==> src/rtl/arb_pkg.sv <==
// Shared helpers for the arb_muxnv stream multiplexer and its arbiter.
// Contents:
//   clog2_min1(n) - ceil(log2(n)), but never less than 1, so that a
//                   single-channel build still has a 1-bit index field.
package arb_pkg;

    function automatic int clog2_min1(input int n);
        if (n > 1) begin
            return $clog2(n);
        end else begin
            return 1;
        end
    endfunction

endpackage

==> src/rtl/arb_muxnv_rr_arbiter.sv <==
// rr_arbiter: combinational round-robin priority search.
// Optional macro: ARB_MUXNV_LOCK_EN adds lock_i/owner_i; while lock_i is
// high only the owner channel may be granted.
// Ports:
//   req_i       [channels-1:0] request vector
//   ptr_i       [SEL_W-1:0]    channel with highest priority this cycle
//   lock_i      (LOCK_EN only) restrict grant to owner_i
//   owner_i     (LOCK_EN only) index of the locked channel
//   grant_oh_o  [channels-1:0] one-hot grant (all zero when no request)
//   grant_idx_o [SEL_W-1:0]    encoded grant index (0 when no grant)
//   grant_any_o                a grant was issued
module rr_arbiter
    import arb_pkg::*;
#(
    parameter  int channels = 4,
    localparam int SEL_W    = clog2_min1(channels)
) (
    input  logic [channels-1:0] req_i,
    input  logic [SEL_W-1:0]    ptr_i,
`ifdef ARB_MUXNV_LOCK_EN
    input  logic                lock_i,
    input  logic [SEL_W-1:0]    owner_i,
`endif
    output logic [channels-1:0] grant_oh_o,
    output logic [SEL_W-1:0]    grant_idx_o,
    output logic                grant_any_o
);

    logic [channels-1:0] eff_req_s;
    int                  cand_s;
    logic                hit_s;

    // Mask requests to the lock owner when a packet is in flight.
    always_comb begin
`ifdef ARB_MUXNV_LOCK_EN
        eff_req_s = lock_i ? (req_i & ({{(channels-1){1'b0}}, 1'b1} << owner_i)) : req_i;
`else
        eff_req_s = req_i;
`endif
    end

    // Walk ptr, ptr+1, ... modulo channels; the first requester wins.
    always_comb begin
        grant_oh_o  = {channels{1'b0}};
        grant_idx_o = {SEL_W{1'b0}};
        grant_any_o = 1'b0;
        cand_s      = 0;
        hit_s       = 1'b0;
        for (int k = 0; k < channels; k++) begin
            cand_s = int'(ptr_i) + k;
            cand_s = (cand_s >= channels) ? (cand_s - channels) : cand_s;
            hit_s  = !grant_any_o && eff_req_s[cand_s];
            grant_oh_o[cand_s] = hit_s;
            grant_idx_o        = hit_s ? SEL_W'(cand_s) : grant_idx_o;
            grant_any_o        = grant_any_o | hit_s;
        end
    end

endmodule

==> src/rtl/arb_muxnv.sv <==
// arb_muxnv: N-channel round-robin stream multiplexer with a one-entry
// registered output stage (valid/ready on both sides).
// Optional macro: ARB_MUXNV_LOCK_EN adds in_last/out_last and packet lock;
// a beat with in_last=0 keeps the grant on its channel until in_last=1.
// Ports:
//   clock, reset  rising-edge clock, synchronous active-high reset
//   in_valid      [channels-1:0]       per-channel request
//   in_ready      [channels-1:0]       one-hot accept for the granted channel
//   in_data       [channels*width-1:0] channel i at [i*width +: width]
//   in_last       (LOCK_EN only) per-channel end-of-packet marker
//   out_valid     output register holds a beat
//   out_ready     consumer accepts the beat
//   out_data      [width-1:0] registered data
//   out_sel       [SEL_W-1:0] registered source channel index
//   out_last      (LOCK_EN only) registered end-of-packet marker
module arb_muxnv
    import arb_pkg::*;
#(
    parameter  int width    = 32,
    parameter  int channels = 4,
    localparam int SEL_W    = clog2_min1(channels)
) (
    input  logic                      clock,
    input  logic                      reset,
    input  logic [channels-1:0]       in_valid,
    output logic [channels-1:0]       in_ready,
    input  logic [channels*width-1:0] in_data,
`ifdef ARB_MUXNV_LOCK_EN
    input  logic [channels-1:0]       in_last,
    output logic                      out_last,
`endif
    output logic                      out_valid,
    input  logic                      out_ready,
    output logic [width-1:0]          out_data,
    output logic [SEL_W-1:0]          out_sel
);

    logic                out_valid_q, out_valid_d;
    logic [width-1:0]    out_data_q,  out_data_d;
    logic [SEL_W-1:0]    out_sel_q,   out_sel_d;
    logic [SEL_W-1:0]    ptr_q,       ptr_d;
    logic                load_en_s;
    logic [channels-1:0] grant_oh_s;
    logic [SEL_W-1:0]    grant_idx_s;
    logic                grant_any_s;
    logic [width-1:0]    win_data_s;
    logic [SEL_W-1:0]    next_ptr_s;
`ifdef ARB_MUXNV_LOCK_EN
    logic                locked_q,   locked_d;
    logic                out_last_q, out_last_d;
`endif

    rr_arbiter #(
        .channels    (channels)
    ) u_arb (
        .req_i       (in_valid),
        .ptr_i       (ptr_q),
`ifdef ARB_MUXNV_LOCK_EN
        .lock_i      (locked_q),
        .owner_i     (ptr_q),
`endif
        .grant_oh_o  (grant_oh_s),
        .grant_idx_o (grant_idx_s),
        .grant_any_o (grant_any_s)
    );

    // Output stage can take a new beat when empty or draining this cycle.
    // in_ready is held low during reset because the load would be discarded.
    always_comb begin
        load_en_s  = !out_valid_q || out_ready;
        in_ready   = (load_en_s && !reset) ? grant_oh_s : {channels{1'b0}};
        win_data_s = in_data[int'(grant_idx_s)*width +: width];
        next_ptr_s = (grant_idx_s == SEL_W'(channels-1)) ? {SEL_W{1'b0}}
                                                         : (grant_idx_s + SEL_W'(1));
    end

    // Next-state for the output register, pointer and lock.
    always_comb begin
        out_valid_d = out_valid_q;
        out_data_d  = out_data_q;
        out_sel_d   = out_sel_q;
        ptr_d       = ptr_q;
`ifdef ARB_MUXNV_LOCK_EN
        locked_d    = locked_q;
        out_last_d  = out_last_q;
`endif
        if (load_en_s) begin
            if (grant_any_s) begin
                out_valid_d = 1'b1;
                out_data_d  = win_data_s;
                out_sel_d   = grant_idx_s;
`ifdef ARB_MUXNV_LOCK_EN
                out_last_d  = in_last[grant_idx_s];
                if (!in_last[grant_idx_s]) begin
                    // Mid-packet: park the pointer on the owner.
                    locked_d = 1'b1;
                    ptr_d    = grant_idx_s;
                end else begin
                    locked_d = 1'b0;
                    ptr_d    = next_ptr_s;
                end
`else
                ptr_d       = next_ptr_s;
`endif
            end else begin
                out_valid_d = 1'b0;
            end
        end else begin
            out_valid_d = out_valid_q;
        end
    end

    // State registers with synchronous reset.
    always_ff @(posedge clock) begin
        if (reset) begin
            out_valid_q <= 1'b0;
            out_data_q  <= {width{1'b0}};
            out_sel_q   <= {SEL_W{1'b0}};
            ptr_q       <= {SEL_W{1'b0}};
`ifdef ARB_MUXNV_LOCK_EN
            locked_q    <= 1'b0;
            out_last_q  <= 1'b0;
`endif
        end else begin
            out_valid_q <= out_valid_d;
            out_data_q  <= out_data_d;
            out_sel_q   <= out_sel_d;
            ptr_q       <= ptr_d;
`ifdef ARB_MUXNV_LOCK_EN
            locked_q    <= locked_d;
            out_last_q  <= out_last_d;
`endif
        end
    end

    assign out_valid = out_valid_q;
    assign out_data  = out_data_q;
    assign out_sel   = out_sel_q;
`ifdef ARB_MUXNV_LOCK_EN
    assign out_last  = out_last_q;
`endif

endmodule

==> config.mk <==
export PLATFORM = sky130hd
export DESIGN_NAME = arb_muxnv
export DESIGN_NICKNAME = d
export VERILOG_FILES = /design/src/rtl/arb_pkg.sv /design/src/rtl/arb_muxnv_rr_arbiter.sv /design/src/rtl/arb_muxnv.sv
export SDC_FILE = /design/constraint.sdc
export NUM_CORES = 1
export LEC_CHECK = 0
export BUFFER_PORTS_ARGS = -buffer_cell sky130_fd_sc_hd__buf_2
export CORE_UTILIZATION = 45
export DETAILED_ROUTE_END_ITERATION = 7
export PLACE_DENSITY = 0.81
export SETUP_SLACK_MARGIN = 0.2
export SYNTH_ARGS = -nofsm -noshare
export SYNTH_HDL_FRONTEND = slang
export SYNTH_SLANG_ARGS = --single-unit
==> constraint.sdc <==
create_clock -name clock -period 5.1 [get_ports clock]
set_input_delay 0.765 -clock clock [delete_from_list [all_inputs] [get_ports clock]]
set_output_delay 0.765 -clock clock [all_outputs]
set_load 0.05 [all_outputs]
==> After elaboration in Yosys (flattened, before gate mapping) <==
Cells that the tools add are included.
{ "totals": {"regBits": 37, "inputBits": 135, "out_inout_bits": 39, "wordCells": 79} }
{ "classes": {"add_sub_neg": 8, "magnitude_cmp": 12, "eq_ne": 1, "shift": 1, "n_mux": 34, "bitwise": 4, "reduce_logical": 15} }
{ "ops": {"columns": ["cell", "count"], "rows": [
  ["$ge 32x1->1 const B", 4],
  ["$lt 32x4->1 const B", 4],
  ["$mux 32", 4],
  ["$shiftx 128x8->32", 1],
  ["$ge 32x4->1 const B", 3],
  ["$sub 32x4->32 const B", 3],
  ["$mux 1", 13],
  ["$bwmux 4", 3],
  ["$mux 2", 5],
  ["$bmux 1 s2", 4],
  ["$demux 1 s2", 4],
  ["$logic_and 1x1->1", 8],
  ["$add 2x2->3 const B", 2],
  ["$logic_not 1->1", 5],
  ["$and 4x4->4", 1],
  ["$mux 4", 1],
  ["$sub 2x3->4 const B", 1],
  ["$add 2x1->3 const B", 1],
  ["$ge 2x3->1 const B", 1],
  ["$or 1x1->1", 3],
  ["$add 2x1->2 const B", 1],
  ["$eq 2x2->1 const B", 1],
  ["$reduce_and 2->1", 1],
  ["$logic_or 1x1->1", 1]
]} }

==> Longest topological paths before layout <==
{ "depth": {"ltp_word": 16, "mapped_depth": 13, "ltp_nobuf": 8} }

==> Cells and area by module <==
Synthesis repeated with hierarchy kept, for this count alone.
{ "hier_totals": {"cells_unflattened": 198, "hier_area_um2": 2523.7} }
{ "modules_own_cells": {"columns": ["module", "instances", "cells_per_inst", "area_each_um2", "seq_area_each_um2"], "rows": [
  ["arb_muxnv", 1, 140, 2005.7, 740.7],
  ["rr_arbiter", 1, 58, 518.0, 0.0]
]} }

==> Worst setup path before layout <==
Ideal clock, no wire load.
{ "synth_path": {"path_type": "reg2out", "startpoint": "register ptr_q[1]", "endpoint": "output port in_ready[1]", "t_arrival_ns": 3.445, "required_time_ns": 4.335, "slack_ns": 0.890, "path_stages_with_launch": 10, "path_buffers": 2, "cell_sequence": "dfxtp_1 -> clkbuf_1 -> inv_1 -> ha_1 -> buf_2 -> mux4_2 -> nand2b_1 -> nor2_1 -> a21oi_1 -> a221oi_1"} }
{ "synth_between": {"elab_chain_len": 15, "word_cells_on_any_way": 60, "cone_classes": "add/sub (7); order compare (12); mux (28); bitwise (3); reduce/logical (10)"} }
{ "synth_lines": {"columns": ["element", "line", "text"], "rows": [
  ["start, declared", "arb_muxnv.sv:41", "logic [SEL_W-1:0] ptr_q, ptr_d;"],
  ["start signal, assigned", "arb_muxnv.sv:119", "ptr_q <= {SEL_W{1'b0}};"],
  ["start signal, assigned", "arb_muxnv.sv:128", "ptr_q <= ptr_d;"],
  ["branches (longest 13 deep; another with $sub 32x4->32)", null, null],
  ["$bwmux 4 (*)", "arb_muxnv_rr_arbiter.sv:53", "grant_oh_o[cand_s] = hit_s;"],
  ["$mux 4 (*)", "arb_muxnv.sv:71", "in_ready = (load_en_s && !reset) ? grant_oh_s : {channels{1'b0}};"],
  ["end, declared", "arb_muxnv.sv:26", "output logic [channels-1:0] in_ready,"]
]} }
Every way passes the cells marked *. The select of a mux whose other input is x is not followed.

==> Worst setup path after layout <==
{ "layout_path": {"startpoint": "register ptr_q[0]", "endpoint": "output port in_ready[0]"} }
The elaborated chain is that of the path after synthesis.

==> summary.md <==
| Metric | Value |
|---|---|
| Post-CTS sizing | `0` |
| Worst path cell trace | `inv_1, ha_1, mux4_2, nand2b_1, nor2_1, a21oi_1, a221oi_1, buf_2` |
| Final Hold Vio Count | `0` |
| # IOs | `174` |
| Unrepaired setup endpoints after global routing | `no` |
| Finish-stage setup viols | `0` |
| Critical path peak fanout | `18` |
| Setup bufs post-CTS | `0` |
| Worst path bufs/invs | `2` |
| CP top delay family | `flip-flops` |
| Cell Area, Placed | `0.00355 mm2` |
| Slew Viols, Final | `0` |
| Seq/Total Area, Yosys | `0.273` |
| Drt first-iter violations | `~140` |
| Clk_skew | `0.00460 ns` |
| Hold_buf cts | `0` |
| Syn avg cell area | `8.44 um2` |
| Initial Utilization | `0.479` |
| Core Box Area | `between 0.005 and 0.006 mm2` |
| Asr flop ratio synth | `0` |
| Slowest CP cell | `dfxtp_1` |
| Worst hold slack | `0.504 ns` |
| Global-route wire length before repair | `around 12000 um` |
| Via count | `3027` |
| EDFF count, synth | `0` |
| Status | `complete, no violations` |
| FF+latch area | `741 um2` |
| Layout area overhead | `35.0%` |
| CTS tree | `built` |
| Tcrit/Tclk final | `0.852` |
| GRT Util Overall | `0.247` |
| RD Place Congestion | `0.812` |
| GRT Residual Overflow | `0` |
| Mapped Area | `~0.0027 mm2` |
| Peak supply drop | `730 uV` |
| Max Clock Freq | `230 MHz` |
| Slew margin rel. | `0.253` |
| Drt pass-1 iters | `4` |
| Clock Path Buffers | `2` |
| Yosys top cell area share | `0.273` |
| Die Y | `79.7 um` |
| Fillers | `roughly 510` |
| Seq cells post-synth | `37` |
| Setup ws final | `0.755 ns` |
| Post-DP HPWL | `6020 um` |
| Number of max-cap violations | `0` |
| Ys flop type | `dfxtp_1` |
| Synth Instances | `322` |
| Clock slew at reported path FFs | `0.07 ns` |
| Number of global-route vias before repair | `roughly 2.7k` |
| Unique masters post-synth | `39` |
| Vias per inst | `5.53` |
| Worst endpoint required time | `4.34 ns` |
| Critical path capture point type | `output pin` |
| Floorplan row count | `27` |
| Worst Path Arrival | `about 3.6 ns` |
| Clock buffer count from CTS | `5` |
| Share of layout cells above drive strength 1 | `0.469` |
| WL/cell | `14.9 um` |
| Max H-tree Level | `2` |
| Clk root buf | `clkbuf_8` |
| Final instance area | `approximately 0.0037 mm2` |
| Clock Sinks | `37` |
| Startpoint Class | `register` |
| Die W | `79.7 um` |
| NumNets Final | `614` |
| Most common cell after layout, fill and taps aside | `buf_2` |
| Critical path's largest stage delay | `0.73 ns` |
| Post-DRT Antenna Nets | `0` |
| Slew @ Worst Pin | `1.12 ns` |
| Synth area leaders | `dfxtp_1 27%, mux2_2 13%, a211oi_1 9.4%` |
| Post-layout util | `0.647` |
| Minimum clock period | `roughly 4.3 ns` |
| Final TNS setup | `0 ns` |
| Leakage power | `roughly 1.7 nW` |
| Residual DRC | `0` |
| Area leader, netlist | `dfxtp_1` |
| Full die area | `0.00635 mm2` |
| Total Wirelength | `8120 um` |
| Number of port buffers | `roughly 170` |
| Area of the multi-input gates | `0.00180 mm2` |
| Syn. warnings | `0` |
| Ant diodes | `0` |
| Pre-CTS WS | `1.10 ns` |
| Commonest cells after routing, fill and taps aside | `173 x buf_2, 37 x dfxtp_1, 34 x a211oi_1, 34 x nor3_1` |
| Critical path class | `reg -> out` |
| Largest net degree at the start of global routing | `97` |
| Worst skew pair latency | `roughly 0.28 ns` |
| Initial antenna violation count | `0` |
| Mapped Nets | `462` |
| Power per standard cell area | `593 mW/mm2` |
| Hold WC Path Type | `reg -> reg` |
registers in the layout, indices dropped and copies added, names as in the netlist:
signal and flops:
out_data 32, out_valid 1, out_sel 2, ptr_q 2
worst paths after layout:
| check | from | endpoint | slack (ns) | cells after the start |
|---|---|---|---|---|
| max | ptr_q[0]$_SDFFE_PP0P_ | in_ready[0] | 0.75 | 8 |
| min | out_sel[0]$_SDFFE_PP0P_ | out_sel[0]$_SDFFE_PP0P_ | 0.50 | 2 |
| max reg2reg | ptr_q[0]$_SDFFE_PP0P_ | out_data[29]$_SDFFE_PP0P_ | 1.42 | 8 |
| min reg2reg | out_sel[0]$_SDFFE_PP0P_ | out_sel[0]$_SDFFE_PP0P_ | 0.50 | 2 |
power by group:
| part | internal, W | switching, W | total, W | leakage [nW] |
|---|---|---|---|---|
| combinational | 0.000499 | 0.000946 | 0.00144 | 1.31 |
| sequential | 0.000399 | 0.0000718 | 0.000471 | 0.309 |
| clock | 0.000159 | 0.000101 | 0.000261 | 0.0585 |
stage by stage:
step / instances / total power, W
finish: 547 / 0.00218
detailed placement: 539 / 0.00192
global route: 547 / 0.00232
floorplan: 322 / 0.00166
global placement: 539 / 0.00189
CTS: 547 / 0.00218
layer usage:
metal / track usage / share of wire
met1: 0.294 / 0.42
met2: 0.436 / 0.50
met3: 0.0560 / 0.063
met4: 0.0727 / 0.013
met5: 0 / 0
synthesized netlist by cell type (2+ instances only):
cell      instances
dfxtp_1          37
a211oi_1         34
nor3_1           34
mux2_2           32
o22ai_1          32
nor2b_1          31
clkbuf_1         20
nor2_1           14
nand2_1          13
a21oi_1           7
nand2b_1          7
inv_1             6
buf_6             5
ha_1              5
buf_2             4
o21ai_0           4
a221oi_1          3
mux2i_1           3
mux4_2            3
nand3b_1          3
o31ai_1           3
a31oi_1           2
buf_4             2
nand3_1           2
o21bai_1          2
layout make-up:
cell class | instances | share of cell area
multi-input cells | 248 | 0.490
repair buffers | 176 | 0.245
flip-flops and latches | 37 | 0.202
well taps | 72 | 0.0245
clock buffers | 7 | 0.0235
clock inverters | 1 | 0.00818
inverters | 6 | 0.00614
worst register-to-register path, stage by stage (launching register included):
cell and delay (ns):
dfxtp_1 0.73, inv_1 0.25, ha_1 0.46, mux4_2 0.42, a211oi_1 0.06, nor3_1 0.35
a21o_1 0.91, o21ai_0 0.23, a21oi_1 0.18
kinds of logic after synthesis:
family,synth area share
compound gates,0.248
xor+xnor,0.00322
fa+ha+maj,0.0230
buf+inv,0.0695
flops,0.273
mux,0.169
simple gates,0.215
Power figures use the tool's default switching activity.
